$ cat src/rtl/mips_cpu_pkg.sv
// Shared types for the 5-stage MIPS pipeline: data words, GPR names, load kinds
// and the MEM/WB pipeline bundle.
package mips_cpu_pkg;

  typedef logic [31:0] word_t;

  localparam word_t ZERO = 32'h0000_0000;

  typedef enum logic [4:0] {
    REG_ZERO, REG_AT, REG_V0, REG_V1,
    REG_A0, REG_A1, REG_A2, REG_A3,
    REG_T0, REG_T1, REG_T2, REG_T3, REG_T4, REG_T5, REG_T6, REG_T7,
    REG_S0, REG_S1, REG_S2, REG_S3, REG_S4, REG_S5, REG_S6, REG_S7,
    REG_T8, REG_T9, REG_K0, REG_K1, REG_GP, REG_SP, REG_FP, REG_RA
  } reg_enum;

  typedef enum logic [2:0] {
    LD_NONE = 3'd0,
    LD_LB   = 3'd1,
    LD_LBU  = 3'd2,
    LD_LH   = 3'd3,
    LD_LHU  = 3'd4,
    LD_LW   = 3'd5
  } load_enum;

  typedef struct packed {
    logic     valid;
    logic     wreg;
    reg_enum  wa;
    word_t    alu_res;
    load_enum ld_type;
    logic     whilo;
    word_t    hi_n;
    word_t    lo_n;
    logic     first;
  } wb_bus_t;

  localparam wb_bus_t WB_BUS_CLEAR = '{
    valid:   1'b0,
    wreg:    1'b0,
    wa:      REG_ZERO,
    alu_res: ZERO,
    ld_type: LD_NONE,
    whilo:   1'b0,
    hi_n:    ZERO,
    lo_n:    ZERO,
    first:   1'b0
  };

  function automatic word_t ext8(input logic [7:0] b, input logic sgn);
    return {{24{sgn & b[7]}}, b};
  endfunction

  function automatic word_t ext16(input logic [15:0] h, input logic sgn);
    return {{16{sgn & h[15]}}, h};
  endfunction

endpackage

$ cat src/rtl/load_extract.sv
// Little-endian byte/half/word selection and extension of a loaded word.
module load_extract
  import mips_cpu_pkg::*;
(
  input  word_t       word,
  input  logic  [1:0] a,
  input  load_enum    ld_type,
  output word_t       result
);

  logic [7:0]  byte_sel;
  logic [15:0] half_sel;

  always_comb begin
    byte_sel = word[7:0];
    unique case (a)
      2'd0: byte_sel = word[7:0];
      2'd1: byte_sel = word[15:8];
      2'd2: byte_sel = word[23:16];
      2'd3: byte_sel = word[31:24];
      default: byte_sel = word[7:0];
    endcase
  end

  // a[0] is ignored for halfwords; misaligned accesses never reach here
  assign half_sel = a[1] ? word[31:16] : word[15:0];

  always_comb begin
    result = ZERO;
    unique case (ld_type)
      LD_LB:   result = ext8(byte_sel, 1'b1);
      LD_LBU:  result = ext8(byte_sel, 1'b0);
      LD_LH:   result = ext16(half_sel, 1'b1);
      LD_LHU:  result = ext16(half_sel, 1'b0);
      LD_LW:   result = word;
      default: result = ZERO;
    endcase
  end

endmodule

$ cat src/rtl/wb_stage.sv
// MIPS write-back stage: MEM/WB register, load data hold/extract, regfile write
// port and the architectural HI/LO registers.
module wb_stage
  import mips_cpu_pkg::*;
(
  input  logic     cpu_clk_50M,
  input  logic     cpu_rst,
  input  logic     stall,
  input  logic     flush,
  input  logic     mem_valid,
  input  logic     mem_wreg,
  input  reg_enum  mem_wa,
  input  word_t    mem_alu_res,
  input  load_enum mem_ld_type,
  input  logic     mem_whilo,
  input  word_t    mem_hi,
  input  word_t    mem_lo,
  input  word_t    dm_rdata,
  output logic     rfwe,
  output reg_enum  rfwa,
  output word_t    rfwd,
  output word_t    hi,
  output word_t    lo
);

  wb_bus_t wb_d, wb_q;
  word_t   rdata_q;
  word_t   hi_q, lo_q;
  word_t   ld_word;
  word_t   ld_val;
  logic    ld_capture;
  logic    hilo_we;

  always_comb begin
    wb_d = wb_q;
    if (flush) begin
      wb_d = WB_BUS_CLEAR;
    end else if (stall) begin
      wb_d.first = 1'b0;
    end else begin
      wb_d.valid   = mem_valid;
      wb_d.wreg    = mem_wreg;
      wb_d.wa      = mem_wa;
      wb_d.alu_res = mem_alu_res;
      wb_d.ld_type = mem_ld_type;
      wb_d.whilo   = mem_whilo;
      wb_d.hi_n    = mem_hi;
      wb_d.lo_n    = mem_lo;
      wb_d.first   = 1'b1;
    end
  end

  always_ff @(posedge cpu_clk_50M) begin
    if (cpu_rst) begin
      wb_q <= WB_BUS_CLEAR;
    end else begin
      wb_q <= wb_d;
    end
  end

  // RAM data is only valid in the first WB cycle; keep a copy for stalls
  assign ld_capture = wb_q.valid & wb_q.first & (wb_q.ld_type != LD_NONE);

  always_ff @(posedge cpu_clk_50M) begin
    if (cpu_rst) begin
      rdata_q <= ZERO;
    end else if (ld_capture) begin
      rdata_q <= dm_rdata;
    end
  end

  assign hilo_we = wb_q.valid & wb_q.whilo & ~flush;

  always_ff @(posedge cpu_clk_50M) begin
    if (cpu_rst) begin
      hi_q <= ZERO;
      lo_q <= ZERO;
    end else if (hilo_we) begin
      hi_q <= wb_q.hi_n;
      lo_q <= wb_q.lo_n;
    end
  end

  assign ld_word = wb_q.first ? dm_rdata : rdata_q;

  load_extract u_load_extract (
    .word    (ld_word),
    .a       (wb_q.alu_res[1:0]),
    .ld_type (wb_q.ld_type),
    .result  (ld_val)
  );

  always_comb begin
    rfwe = 1'b0;
    rfwa = REG_ZERO;
    rfwd = ZERO;
    if (!cpu_rst) begin
      rfwe = wb_q.valid & wb_q.wreg & (wb_q.wa != REG_ZERO);
      rfwa = wb_q.wa;
      rfwd = (wb_q.ld_type == LD_NONE) ? wb_q.alu_res : ld_val;
    end
  end

  assign hi = hi_q;
  assign lo = lo_q;

endmodule
$ cat config.mk
export PLATFORM = sky130hd
export DESIGN_NAME = wb_stage
export DESIGN_NICKNAME = d
export VERILOG_FILES = /design/src/rtl/mips_cpu_pkg.sv /design/src/rtl/load_extract.sv /design/src/rtl/wb_stage.sv
export SDC_FILE = /design/constraint.sdc
export NUM_CORES = 1
export LEC_CHECK = 0
export BUFFER_PORTS_ARGS = -buffer_cell sky130_fd_sc_hd__buf_2
export CAP_MARGIN = 5
export CELL_PAD_IN_SITES_DETAIL_PLACEMENT = 1
export CELL_PAD_IN_SITES_GLOBAL_PLACEMENT = 2
export CORE_MARGIN = 2
export CORE_UTILIZATION = 32
export CTS_CLUSTER_DIAMETER = 50
export CTS_CLUSTER_SIZE = 10
export DETAILED_ROUTE_END_ITERATION = 7
export PLACE_DENSITY_LB_ADDON = 0.1
export SKIP_LAST_GASP = 1
export SLEW_MARGIN = 5
export SYNTH_ARGS = -nofsm -noshare
export SYNTH_HDL_FRONTEND = slang
export SYNTH_SLANG_ARGS = --single-unit
export TNS_END_PERCENT = 20
$ cat constraint.sdc
create_clock -name cpu_clk_50M -period 3.1 [get_ports cpu_clk_50M]
set_input_delay 0.31 -clock cpu_clk_50M [delete_from_list [all_inputs] [get_ports cpu_clk_50M]]
set_output_delay 0.31 -clock cpu_clk_50M [all_outputs]
set_load 0.05 [all_outputs]
# Yosys cells after proc, flatten, opt, wreduce, memory -nomap -nowiden
# Cells that the tools add are included.
# classes
n_addsub	0
multipliers	0
div	0
magnitude_cmp	0
n_eq_ne	8
shift	0
n_mux	9
bitwise	7
reduce_logical	5
# ops
operator	count
32-bit one-hot mux with 5 select lines	1
32-bit two-way mux	3
8-bit one-hot mux with 4 select lines	1
16-bit two-way mux	1
1-bit AND	6
3-bit by 2-bit == test with 1-bit output, second input constant	2
3-bit == test, second input constant	2
5-bit two-way mux	1
5-bit nonzero test	1
2-bit == test, second input constant	2
3-bit by 1-bit == test with 1-bit output, second input constant	1
3-bit zero test	1
3-bit nonzero test	1
2-bit by 1-bit == test with 1-bit output, second input constant	1
2-bit zero test	1
1-bit two-way mux	2
2-bit OR reduction	1
1-bit NOT	1
# word_totals
reg_bits	204
latchBits	0
ram_bits	0
mem_bits_ro	0
in_bits	143
out_inout_bits	102
word_cells	41
mem_count	0

# Logic depth before layout (Yosys ltp)
# Gate-level depths: netlist of the first run.
# depth
ltp_word	5
depth_mapped	8
mapped_depth_nobuf	4

# Hierarchy
# Synthesis of the first run repeated with hierarchy kept, for this count alone.
# unflattened
cells_unflattened	1110
hier_area_um2	9230.1
# modules_own_cells
mod	instances	cells_each	area_per_inst_um2	seq_area_each_um2
wb_stage	1	921	8060.2	4083.9
load_extract	1	189	1169.9	0.0

# Worst setup path after synthesis of the first run
# No wires, ideal clock.
# synth_path
path_type	register -> output
start	reg wb_q[67] (netlist bit)
end	out rfwd[1]
t_arrival_ps	2059
t_required_ps	2790
setup_slack_ps	731
path_stages_with_launch	6
n_path_buf	1
path_cell_list	dfxtp_1 buf_2 o21bai_1 a211oi_1 o21ai_0 a31oi_1
# synth_between
elab_chain_len	4
word_cells_on_any_way	9
cone_classes	eq/ne (5); mux (3); reduce/logical (1)
# synth_lines
element	line_no	text
start: declaration	wb_stage.sv:26	wb_bus_t wb_d, wb_q;
start signal: assignment	wb_stage.sv:57	wb_q <= wb_d;
3-bit == test, or another cell as far along	load_extract.sv:30	unique case (ld_type)
32-bit one-hot mux with 5 select lines	load_extract.sv:30	
32-bit two-way mux (*)	wb_stage.sv:100	rfwd = (wb_q.ld_type == LD_NONE) ? wb_q.alu_res : ld_val;
32-bit two-way mux (*)	wb_stage.sv:97	if (!cpu_rst) begin
end: declaration	wb_stage.sv:21	output word_t rfwd,
# Every way passes the cells marked *; elsewhere a longest branch is shown, timed or not.

# Final worst setup path of the first run
# layout_path
start	reg wb_q[68] (netlist bit)
end	out rfwd[13]
# Same word-level chain as after synthesis.

==> results of run 1 <==
[synth_stat cells, types with 2 or more instances]
cell type,n
nor2b_1,9
clkbuf_1,51
buf_1,11
buf_8,2
nand2_1,197
or2_2,3
nand3_1,6
a21oi_1,122
dfxtp_1,204
o21ai_0,8
a31oi_1,7
a22oi_1,23
mux2_2,37
mux2i_1,108
a211oi_1,2
buf_2,10
nor3b_1,2
a222oi_1,8
mux2_4,3
nor2_1,113
[logic make-up (layout without fill, tap and decap cells)]
family / after synthesis / after routing
buffers and inverters: 76 / 429
XOR/XNOR: 1 / 1
AO/OA/AOI/OAI: 177 / 177
multiplexers: 150 / 150
other: 0 / 1
flip-flops: 204 / 204
AND/OR/NAND/NOR: 338 / 338
[path summary, 6_finish.rpt]
check                        start                  endpoint  slack, ns  depth (start not counted)
max reg2reg  wb_q[68]$_SDFFE_PP0N_  rdata_q[28]$_SDFFE_PP0P_       0.85                          4
max          wb_q[68]$_SDFFE_PP0N_                  rfwd[13]       0.04                          5
min reg2reg   wb_q[7]$_SDFFE_PP0N_        lo[6]$_SDFFE_PP0P_       0.45                          2
min                      mem_lo[1]      wb_q[2]$_SDFFE_PP0N_       0.02                          3
[repair_timing]
| item | CTS | global route |
|---|---|---|
| endpoints found under the hold margin | 115 | 0 |
| resized for setup | 0 | 1 |
| endpoints found under the setup margin | 0 | 10 |
| hold buffers | 115 | 0 |
[stage by stage]
step                area [µm²]  cells  utilization [%]
CTS                      12100   1634             46.7
finish                   12100   1635             46.7
floorplan                 8390    946                -
global placement          9920   1466             38.3
detailed placement        9920   1466             38.3
global route             12100   1634             46.7
[per-layer routing]
layer  wire [µm]  share of wire (%)  vias up
met5           0                  0        -
met4         527                1.8        0
met3        1810                6.3       39
met2       13900                 48      189
met1       12500                 43     3795
li1            -                  -     3896
[power by group through the flow]
| stage | Sequential, mW | Combinational [mW] | Clock, mW |
|---|---|---|---|
| global route | 2.71 | 0.638 | 3.67 |
| CTS | 2.71 | 0.593 | 3.55 |
| finish | 2.71 | 0.588 | 3.45 |
| floorplan | 2.74 | 0.291 | 0 |
| detailed placement | 2.76 | 0.473 | 0 |
| global placement | 2.76 | 0.467 | 0 |
[critical path: stages (launching register included)]
cell,delay (ns)
dfxtp_1,0.49
nor3_4,0.67
buf_4,0.33
a222oi_1,0.12
a21oi_1,0.26
buf_2,0.32
[registers in the layout, indices dropped and copies added, names as in the netlist]
register / count
rdata_q: 32
lo: 32
hi: 32
wb_q: 108
[area by class of cell]
type / instances / area (µm²) / area share (%)
antenna: 1 / 2.50 / 0.0207
multi-input combinational: 666 / 4000 / 33.1
clock buffer: 36 / 835 / 6.90
sequential: 204 / 4080 / 33.8
timing repair buffer: 376 / 2570 / 21.3
clock inverter: 17 / 184 / 1.52
tap: 335 / 419 / 3.47
[cells in the final DEF (no fill, tap or decap), types with 2 or more instances in the layout]
cell | Yosys | routed
a21oi_1 | 122 | 122
a222oi_1 | 8 | 8
a22oi_1 | 23 | 23
a31oi_1 | 7 | 7
buf_12 | 0 | 5
buf_2 | 10 | 242
buf_4 | 1 | 13
bufinv_16 | 0 | 3
clkbuf_16 | 0 | 31
clkbuf_8 | 0 | 4
clkinv_2 | 0 | 7
clkinv_4 | 0 | 4
clkinvlp_4 | 0 | 2
dfxtp_1 | 204 | 204
dlygate4sd3_1 | 0 | 115
mux2_2 | 37 | 37
mux2_4 | 3 | 3
mux2i_1 | 108 | 108
nand2_1 | 197 | 197
nand3_1 | 6 | 6
nor2_1 | 113 | 111
nor2b_1 | 9 | 9
nor3b_1 | 2 | 2
o21ai_0 | 8 | 8
or2_2 | 3 | 2
==> impl_metrics.toml, run 1 <==
[global_routing]
antenna_found_initial = 1
use_met3_pct = 5.36
grt_pass1_wl_um = 45700
overflow = 0
groute.usage.overall_pct = 20.4
use_met1_pct = 25.4
grt_pass1_vias = 8220
busiest_layer = "met2"
grt_max_degree = 82
grtUsageMet2_pct = 35.4

[placed_design]
gp_congestion = 0.787
io_buffers = 244
pre_cts_slack_ns = 0.639
dpl.hpwl_um = 18800

[logic_synthesis]
ys_seq_elements = 204
synthXorXnorAreaFrac_pct = 0.104
avgSynthCellArea_um2 = 8.87
ys_warn_count = 0
yosysUniqueCellTypes = 40
syn_inst = 946
synth_nets = 1089
ys_async_sr_fraction_pct = 0
yosysSeqAreaShare_pct = 48.7
synth_area_um2 = 8390
synthSimpleGateAreaFrac_pct = 16.2
synth_mux_area_share_pct = 19.0
synth_ff_type = "dfxtp_1"
synth-edff-count = 0
synth_top_family_by_area = "multiplexers"
netlist.top_cell.by_area = "dfxtp_1"
synth_top_area_share_pct = 48.7
synth.area.top_cells = "dfxtp_1, mux2i_1, nand2_1"
synth_fa_ha_area_share_pct = 0
synth-compound-area-share_pct = 12.2

[routing]
vias_per_cell = 4.84
remaining_drc_errors = 0
first_pass_iters = 4
drtAntennaViolNets = 0
first_iter_violations = 336
wl_per_cell_um = 17.6
num_vias = 7919
wl_um = 28700

[timing]
finalCritPeriodShare_pct = 98.6
max-slew-margin-rel_pct = 46.8
period_minus_slack_ns = 3.06
worst_slack_ns = 0.0446
fin_setup_tns_ns = 0
hold_slack_ns = 0.0233
rsz0062_at_grt = "yes"
clock.fmax_mhz = 327
finalSetupViolCount = 0
slew_violations = 0
max_slew.worst_pin.slew_ns = 0.798
hold_viol_final = 0
finClkSkew_ns = 0.0104

[clock_tree]
clock-sinks = 204
insertion_delay_ns = 0.55
clockBufferDepth = 3
cts_tree = "done"
postCtsSetupRepairBufs = 0
root_buffer = "clkbuf_16"
cts_buffers = 31
cts-htree-levels = 1
clk_pin_slew_ns = 0.06

[critical_path]
critPathCaptureType = "primary output"
arrival_ns = 2.75
crit_type = "reg -> out"
start_kind = "flop"
path_max_fanout = 18
required_ns = 2.79

[finish]
drive_gt1_share_pct = 28.2
syn2layout_area_growth_pct = 44.1
finalNetCount = 1422
fillers = 3051

[power]
pwr-share-clk_pct = 51.1
p_leak_nw = 5.23
p_total_mw = 6.74
power.density_nw_per_um2 = 557
p_sw_mw = 1.62
comb_power_share_pct = 8.7
max-vdd-ir-drop_v = 0.000395
internal-power_mw = 5.13
seq_power_share_pct = 40.1
p_sw_share_pct = 24.0

[floorplan]
initial_utilization_pct = 32.4
die_area_um2 = 27500
die_h_um = 166
die_w_um = 166
placementRows = 59
boundaryPins = 245
core_area_um2 = 25900

[worst_hold_path]
hp-class = "in -> reg"

[run_status]
status = "complete, no violations"

[flow_run]
cap_viol_max_count = 0
Power figures use the tool's default switching activity.
==> run 2, diff against run 1 <==
==> constraint.sdc (replaced) <==
create_clock -name cpu_clk_50M -period 3.1 [get_ports cpu_clk_50M]
set_input_delay 0.775 -clock cpu_clk_50M [delete_from_list [all_inputs] [get_ports cpu_clk_50M]]
set_output_delay 0.775 -clock cpu_clk_50M [all_outputs]
set_load 0.05 [all_outputs]
==> impl_metrics.toml, run 2 (synthesis gave the netlist of run 1 again) <==
[run_status]
status = "finished with violations"
failed_checks = "negative setup slack"

[routing]
first_pass_iters = 6
vias_per_cell = 4.90
remaining_drc_errors = 0
drtAntennaViolNets = 0
wl_per_cell_um = 18.6
wl_um = 28700
first_iter_violations = 455
num_vias = 7590

[clock_tree]
clk_pin_slew_ns = 0.06
cts_tree = "done"
cts_buffers = 31
postCtsHoldBufs = 0
root_buffer = "clkbuf_16"
cts-htree-levels = 1
clockBufferDepth = 3
clock-sinks = 204
insertion_delay_ns = 0.56

[finish]
layout_common_cells = "buf_2, dfxtp_1, nand2_1"
top_register = "wb_q"
final_cell_area_um2 = 11300
drive_gt1_share_pct = 33.1
syn2layout_area_growth_pct = 34.4
stdcell_count = 1548
largest_reg_flops = 108
mostFrequentLayoutCell = "buf_2"
finalNetCount = 1329

[floorplan]
die_area_um2 = 27500
placementRows = 59
die_h_um = 166
boundaryPins = 245
die_w_um = 166
initial_utilization_pct = 32.4
core_area_um2 = 25900

[timing]
period_minus_slack_ns = 3.22
clock.fmax_mhz = 310
finalCritPeriodShare_pct = 104
rsz0062_at_grt = "yes"
finalSetupViolCount = 26
max_slew.worst_pin.slew_ns = 0.756
hold_viol_final = 0
finClkSkew_ns = 0.0168
slew_violations = 0
max-slew-margin-rel_pct = 49.6
worst_slack_ns = -0.122

[power]
p_total_mw = 6.62
p_leak_nw = 4.90
power.density_nw_per_um2 = 587
max-vdd-ir-drop_v = 0.000356

[global_routing]
groute.usage.overall_pct = 20.0
overflow = 0
grt_pass1_vias = 7484
grt_max_degree = 65
antenna_found_initial = 7
grt_pass1_wl_um = 43800

[flow_run]
cap_viol_max_count = 0

[worst_hold_path]
hp-class = "reg -> reg"
hp-start = "wb_q[50]$_SDFFE_PP0N_"
holdPathStages = 2
min_to = "hi[17]$_SDFFE_PP0P_"

[critical_path]
worstRegToRegCells = 7
worstReg2RegEnd = "rdata_q[28]$_SDFFE_PP0P_"
path_max_fanout = 7
critPathCaptureType = "primary output"
reg2reg_slack_ns = 1.15
arrival_ns = 2.45
required_ns = 2.32
crit_type = "reg -> out"
start_kind = "flop"
worstReg2RegStart = "wb_q[0]$_SDFF_PP0_"

[placed_design]
placed_area_um2 = 10000
dpl.hpwl_um = 19600
numPlacedInstances = 1481
gp_congestion = 0.768
io_buffers = 244
==> run 2: cell count changes in the layout (fill, tap and decap cells not counted), moves of 4 or more <==
cell / change
buf_2: -13
buf_4: +32
clkinvlp_4: +4
dfxtp_1: -6
dfxtp_2: +5
diode_2: +4
dlygate4sd3_1: -115
mux2_2: -7
mux2_4: +7
==> run 2: how the worst max path moves through the flow <==
stage                  startpoint        to  slack, ns  cells past startpoint
6_report       wb_q[0]$_SDFF_PP0_   rfwd[9]      -0.12                      6
5_1_grt        wb_q[0]$_SDFF_PP0_   rfwd[9]      -0.20                      6
4_1_cts        wb_q[0]$_SDFF_PP0_  rfwd[11]      -0.14                      7
3_5_place_dp          dm_rdata[7]  rfwd[12]    -0.0009                      6
3_3_place_gp          dm_rdata[7]  rfwd[13]       0.03                      6
2_1_floorplan             cpu_rst      rfwe       0.11                      3
==> run 2: final cells by class <==
class / instances / area, µm²
Fill cell: 3093 / 14600
Sequential cell: 204 / 4090
Multi-Input combinational cell: 666 / 4070
Timing Repair Buffer: 283 / 1660
Clock buffer: 40 / 860
Tap cell: 335 / 419
Clock inverter: 15 / 163
Antenna cell: 5 / 12.5
==> run 2: metal layers <==
layer / vias to the layer above / GRT usage, % / share of wire, %
li1: 3716 / - / -
met1: 3609 / 25.5 / 43
met2: 218 / 33.1 / 47
met3: 43 / 5.89 / 7.9
met4: 4 / 5.22 / 2.4
met5: - / 0 / 0.049
==> run 2: timing repair <==
item | CTS | global route
pin swaps | 14 | 5
gates cloned | 2 | 0
setup buffers | 5 | 1
endpoints found under the setup margin | 32 | 32
gates resized for setup | 25 | 18
==> run 2: where the power goes <==
| group | total (mW) | internal [mW] | switching (mW) | leakage, nW |
|---|---|---|---|---|
| combinational | 0.498 | 0.223 | 0.275 | 2.76 |
| clock | 3.41 | 2.12 | 1.29 | 0.486 |
| sequential | 2.71 | 2.67 | 0.0360 | 1.66 |
==> run 2: through the flow <==
| step | TNS, ns | hold slack, ns | setup WS, ns | util (%) |
|---|---|---|---|---|
| 3_5_place_dp | -0.000897 | 0.443 | -0.000897 | 38.8 |
| 4_1_cts | -2.96 | 0.427 | -0.139 | 43.4 |
| 6_report | -2.19 | 0.445 | -0.122 | 43.5 |
| 3_3_place_gp | 0 | 0.439 | 0.0325 | 38.8 |
| 2_1_floorplan | 0 | 0.432 | 0.109 | - |
| 5_1_grt | -3.81 | 0.437 | -0.203 | 43.5 |
==> run 2: worst max-delay path, cell delays in order, from the launching register on <==
cell	delay, ns
dfxtp_4	0.39
buf_12	0.14
mux2_2	0.38
mux2_2	0.29
a222oi_1	0.36
a21oi_1	0.11
buf_4	0.21
